`config.mk`:
```
export PLATFORM = sky130hd
export DESIGN_NAME = trng_seed_fetch
export DESIGN_NICKNAME = d
export VERILOG_FILES = /design/src/rtl/trng_seed_fetch.sv
export SDC_FILE = /design/constraint.sdc
export NUM_CORES = 1
export LEC_CHECK = 0
export ABC_AREA = 1
export CORE_UTILIZATION = 40
export CTS_BUF_LIST = sky130_fd_sc_hd__clkbuf_16
export DETAILED_ROUTE_END_ITERATION = 10
export MAX_ROUTING_LAYER = met4
export PLACE_DENSITY_LB_ADDON = 0.15
export SETUP_SLACK_MARGIN = 0.4
export SYNTH_ARGS = -nofsm -noshare
export SYNTH_HDL_FRONTEND = slang
export SYNTH_SLANG_ARGS = --single-unit
```
`constraint.sdc`:
```
create_clock -name clk -period 1.6 [get_ports clk]
set_input_delay 0.32 -clock clk [delete_from_list [all_inputs] [get_ports clk]]
set_output_delay 0.32 -clock clk [all_outputs]
set_load 0.02 [all_outputs]
```
`src/rtl/trng_seed_fetch.sv`:
```
// TRNG seed fetcher: polls the TRNG status register, drains NUM_WORDS entropy words into a seed, presents it via valid/ack.
// Optional repetition health test enabled by defining TRNG_SEED_FETCH_HEALTH_EN.
module trng_seed_fetch #(
   parameter int NUM_WORDS = 8,
   parameter int POLL_GAP  = 16
) (
   input  logic                     clk,
   input  logic                     reset_n,
   input  logic                     start,
   output logic                     busy,
   output logic                     seed_valid,
   input  logic                     seed_ack,
   output logic [32*NUM_WORDS-1:0]  seed_data,
   output logic [7:0]               health_fail_count,
   output logic                     trng_cs,
   output logic                     trng_we,
   output logic [7:0]               trng_address,
   output logic [31:0]              trng_write_data,
   input  logic [31:0]              trng_read_data,
   input  logic                     trng_ready
);

   localparam logic [7:0] ADDR_STATUS  = 8'h09;
   localparam logic [7:0] ADDR_ENTROPY = 8'h20;
   localparam logic [3:0] LAST_WORD    = 4'(NUM_WORDS - 1);
   localparam logic [7:0] GAP_LOAD     = 8'(POLL_GAP);

   typedef enum logic [2:0] {
      S_IDLE,
      S_POLL,
      S_GAP,
      S_READ,
      S_DONE
   } state_t;

   state_t                   r_state;
   state_t                   w_state_nxt;
   logic                     r_cs;
   logic                     w_cs_nxt;
   logic [7:0]               r_addr;
   logic [7:0]               w_addr_nxt;
   logic [7:0]               r_gap;
   logic [7:0]               w_gap_nxt;
   logic [3:0]               r_word_ctr;
   logic [3:0]               w_word_ctr_nxt;
   logic [32*NUM_WORDS-1:0]  r_seed;
   logic                     w_capture;
   logic                     w_reject;
   logic                     w_repeat;

`ifdef TRNG_SEED_FETCH_HEALTH_EN
   logic [31:0] r_prev_word;
   logic        r_prev_valid;
   logic [7:0]  r_fail_cnt;

   assign w_repeat = r_prev_valid && (trng_read_data == r_prev_word);

   // History spans seeds on purpose: a stuck source must not slip through at a seed boundary.
   always_ff @(posedge clk) begin
      if (!reset_n) begin
         r_prev_word  <= '0;
         r_prev_valid <= 1'b0;
         r_fail_cnt   <= '0;
      end else begin
         if (w_capture) begin
            r_prev_word  <= trng_read_data;
            r_prev_valid <= 1'b1;
         end
         if (w_reject && (r_fail_cnt != 8'hFF)) begin
            r_fail_cnt <= r_fail_cnt + 8'd1;
         end
      end
   end

   assign health_fail_count = r_fail_cnt;
`else
   assign w_repeat          = 1'b0;
   assign health_fail_count = 8'd0;
`endif

   // NOTE: every signal gets its default before the case so no path can infer a latch.
   always_comb begin
      w_state_nxt    = r_state;
      w_cs_nxt       = r_cs;
      w_addr_nxt     = r_addr;
      w_gap_nxt      = r_gap;
      w_word_ctr_nxt = r_word_ctr;
      w_capture      = 1'b0;
      w_reject       = 1'b0;
      case (r_state)
         S_IDLE: begin
            if (start) begin
               w_state_nxt    = S_POLL;
               w_word_ctr_nxt = 4'd0;
            end
         end
         S_POLL: begin
            if (!r_cs) begin
               w_cs_nxt   = 1'b1;
               w_addr_nxt = ADDR_STATUS;
            end else if (trng_ready) begin
               w_cs_nxt = 1'b0;
               if (trng_read_data[0]) begin
                  w_state_nxt = S_READ;
               end else begin
                  w_state_nxt = S_GAP;
                  w_gap_nxt   = GAP_LOAD;
               end
            end
         end
         S_GAP: begin
            // GAP lasts POLL_GAP cycles, with a floor of one cycle.
            if (r_gap > 8'd1) begin
               w_gap_nxt = r_gap - 8'd1;
            end else begin
               w_gap_nxt   = 8'd0;
               w_state_nxt = S_POLL;
            end
         end
         S_READ: begin
            if (!r_cs) begin
               w_cs_nxt   = 1'b1;
               w_addr_nxt = ADDR_ENTROPY;
            end else if (trng_ready) begin
               w_cs_nxt    = 1'b0;
               w_state_nxt = S_POLL;
               if (w_repeat) begin
                  w_reject = 1'b1;
               end else begin
                  w_capture = 1'b1;
                  if (r_word_ctr == LAST_WORD) begin
                     w_state_nxt = S_DONE;
                  end else begin
                     w_word_ctr_nxt = r_word_ctr + 4'd1;
                  end
               end
            end
         end
         S_DONE: begin
            if (seed_ack) begin
               w_state_nxt = S_IDLE;
            end
         end
         default: begin
            w_state_nxt = S_IDLE;
            w_cs_nxt    = 1'b0;
         end
      endcase
   end

   // NOTE: sequential state uses non-blocking assignments only, so every register sees pre-edge values.
   always_ff @(posedge clk) begin
      if (!reset_n) begin
         r_state    <= S_IDLE;
         r_cs       <= 1'b0;
         r_addr     <= 8'h00;
         r_gap      <= 8'h00;
         r_word_ctr <= 4'd0;
      end else begin
         r_state    <= w_state_nxt;
         r_cs       <= w_cs_nxt;
         r_addr     <= w_addr_nxt;
         r_gap      <= w_gap_nxt;
         r_word_ctr <= w_word_ctr_nxt;
      end
   end

   // NOTE: the seed store is reset deliberately so a partial seed never leaks after an abort.
   always_ff @(posedge clk) begin
      if (!reset_n) begin
         r_seed <= '0;
      end else begin
         for (int k = 0; k < NUM_WORDS; k++) begin
            if (w_capture && (r_word_ctr == 4'(k))) begin
               r_seed[32*k +: 32] <= trng_read_data;
            end
         end
      end
   end

   assign busy            = (r_state != S_IDLE);
   assign seed_valid      = (r_state == S_DONE);
   assign seed_data       = r_seed;
   assign trng_cs         = r_cs;
   assign trng_address    = r_addr;
   assign trng_we         = 1'b0;
   assign trng_write_data = 32'h0;

endmodule

```
==> run_results.csv <==
group,metric,value,unit
run_status,run_status,"finished with violations",
run_status,failed_checks,"negative setup slack",
grt,grt_use_total,0.255,
routing,postRouteAntennaNets,0,
die,die_w,163,um
die,num_rows,58,
yosys,yosysMostFrequentCell,"nor2_1",
die,die_h,163,um
timing,worstMarginPinSlew,0.580,ns
pwr,vdd_drop_max,0.654,mV
timing,hold-worst-slack,0.120,ns
grt,grt_overflow_total,0,
pwr,p_leak,0.00712,uW
die,core-area,25300,um^2
clock_tree,clock_sinks,274,
critical_path,critical_path_arrival,1.31,ns
die,initial_utilization,0.408,
timing,clock_skew,0.00866,ns
layout,design_area,15700,um^2
timing,fmax,0.615,GHz
routing,routed_wirelength,35100,um
routing,vias,9871,
grt,grt_pass1_vias,9154,
grt,grt_max_degree,91,
yosys,ys_ff_latch,274,
yosys,seq_area_frac_synth,0.532,
worst_hold_path,holdCritPathClass,"primary input to flip-flop",
timing,hold_viol,0,
layout,utilization,0.622,
timing,finalMaxSlewViolations,0,
clock_tree,cts_buffers,29,
clock_tree,hold_buffers,0,
yosys,synth_top_area_frac,0.532,
grt,antenna_found_initial,1,
flow_run,maxCapViolations,0,
timing,fin_ws,-0.0258,ns
critical_path,start_kind,"flip-flop",
routing,viasPerCell,4.88,
layout,nFillCells,2300,
layout,syn_to_final_growth,52.4,%
yosys,synth_common_cells,"466 x nor2_1, 274 x dfxtp_1, 218 x o21ai_0",
placement,placed_area,13900,um^2
timing,tns,-0.151,ns
yosys,ys_types,25,
pwr,p_per_area,1070,nW/um^2
layout,nets,1715,
routing,drtPass1Iterations,5,
timing,slew_headroom,0.612,
yosys,yosys.area.top_type,"dfxtp_1",
timing,finalCritPeriodShare,1.02,
clock_tree,root_buffer,"clkbuf_16",
die,dieArea,26400,um^2
yosys,netlist_area,10300,um^2
yosys,ys_top_cells_by_area,"dfxtp_1 53%, nor2_1 17%, o21ai_0 11%, buf_4 4.3%, a21oi_1 2.3%",
placement,portBuffers,298,
clock_tree,clock_latency,0.54,ns
layout,layout-drive-gt1-share,0.286,
routing,drc,0,
clock_tree,htree_levels,1,
timing,fin_crit,1.63,ns
timing,setup_viol,21,
critical_path,crit_required,1.28,ns
routing,wl_per_cell,17.4,um
yosys,synth_flop_cell,"dfxtp_1",
critical_path,crit_fanout,4,
routing,drt_iter0_markers,751,
timing,rsz0062_at_grt,"true",
critical_path,critical_path_class,"flip-flop to output pin",
grt,grt_pass1_wl,51100,um
placement,pre_cts_slack,-0.423,ns
placement,place_hpwl,22300,um
die,design.portCount,345,
clock_tree,tritoncts,"yes",
yosys,async_flop_share,0,
yosys,syn_area_per_cell,7.70,um^2
yosys,ys_warn_count,0,
critical_path,end_kind,"output pin",
clock_tree,clkTransAtPathRegs,0.06,ns
yosys,synth_edf_count,0,
placement,gp_congestion,0.805,
yosys,synthCells,1338,
clock_tree,clockBufferDepth,3,
## power by group
| part | internal (uW) | switching (uW) |
|---|---|---|
| clock | 3900 | 2720 |
| sequential | 7020 | 183 |
| combinational | 1130 | 1830 |
| total | 12000 | 4730 |
## logic make-up after synthesis
kind of cell,after synthesis,synth area share
and+or+nand+nor,554,0.214
AOI/OAI and AO/OA,308,0.150
DFF,274,0.532
buffers and inverters,192,0.0937
adders and majority gates,6,0.00728
xor gates and xnor gates,3,0.00255
other,1,0.000364
## path summary, 6_finish.rpt
check             slack [ns]  depth (start not counted)     startpoint       endpoint
setup / recovery       -0.03                          4     r_state[2]           busy
hold / removal          0.12                          3        reset_n     r_state[1]
setup reg to reg       -0.02                          9     r_state[2]  seed_data[91]
hold reg to reg         0.44                          2  seed_data[72]  seed_data[72]
## layout make-up
type | count | area, um^2 | area share
Tap cell | 330 | 413 | 0.0263
Sequential cell | 274 | 5660 | 0.360
Multi-Input combinational cell | 917 | 4340 | 0.276
Clock inverter | 20 | 194 | 0.0123
Antenna cell | 1 | 2.50 | 0.000159
Clock buffer | 29 | 726 | 0.0462
Timing Repair Buffer | 384 | 4090 | 0.261
Inverter | 66 | 275 | 0.0175
## cell usage in the layout (no fill, tap or decap), types with 30 or more instances in the layout
cell type	netlist	layout
nor2_1	466	458
buf_6	0	148
dfxtp_1	274	142
dlygate4sd2_1	0	132
dfxtp_2	0	129
o21ai_1	42	123
o21ai_0	218	107
inv_1	57	52
conb_1	1	46
nand2_1	54	43
clkbuf_16	0	37
a21oi_1	47	36
buf_4	59	36
clkdlybuf4s50_1	0	35
o21ai_2	0	30
## metal layers
| layer | wire [um] | global-route usage | up-vias |
|---|---|---|---|
| li1 | - | - | 4866 |
| met1 | 15400 | 0.318 | 4617 |
| met2 | 16400 | 0.411 | 337 |
| met3 | 2560 | 0.0583 | 51 |
| met4 | 796 | 0.0703 | 0 |
| met5 | 0 | - | - |
## repair_timing
| action | 4_1_cts | 5_1_grt |
|---|---|---|
| setup endpoints to repair | 533 | 534 |
| pin swaps | 19 | 17 |
| setup buffers | 10 | 3 |
| resized for setup | 1138 | 143 |
| cloned | 0 | 10 |
## critical path, cell delays in order (launching register included)
cell	delay (ns)
dfxtp_2	0.34
buf_6	0.12
nor2_4	0.09
nand2_2	0.08
buf_6	0.13
## state kept, by name, summed over array words and instances (netlist names)
| register | flops |
|---|---|
| r_gap | 8 |
| r_word_ctr | 4 |
| trng_address | 2 |
| r_state | 3 |
| trng_cs | 1 |
| seed_data | 256 |
## metrics by stage
step           instances  total power, uW
6_report            2021            16800
5_1_grt             2021            17500
4_1_cts             2007            16600
3_5_place_dp        1948             9850
3_3_place_gp        1948             9820
2_1_floorplan       1383             9040
Power figures use the tool's default switching activity.
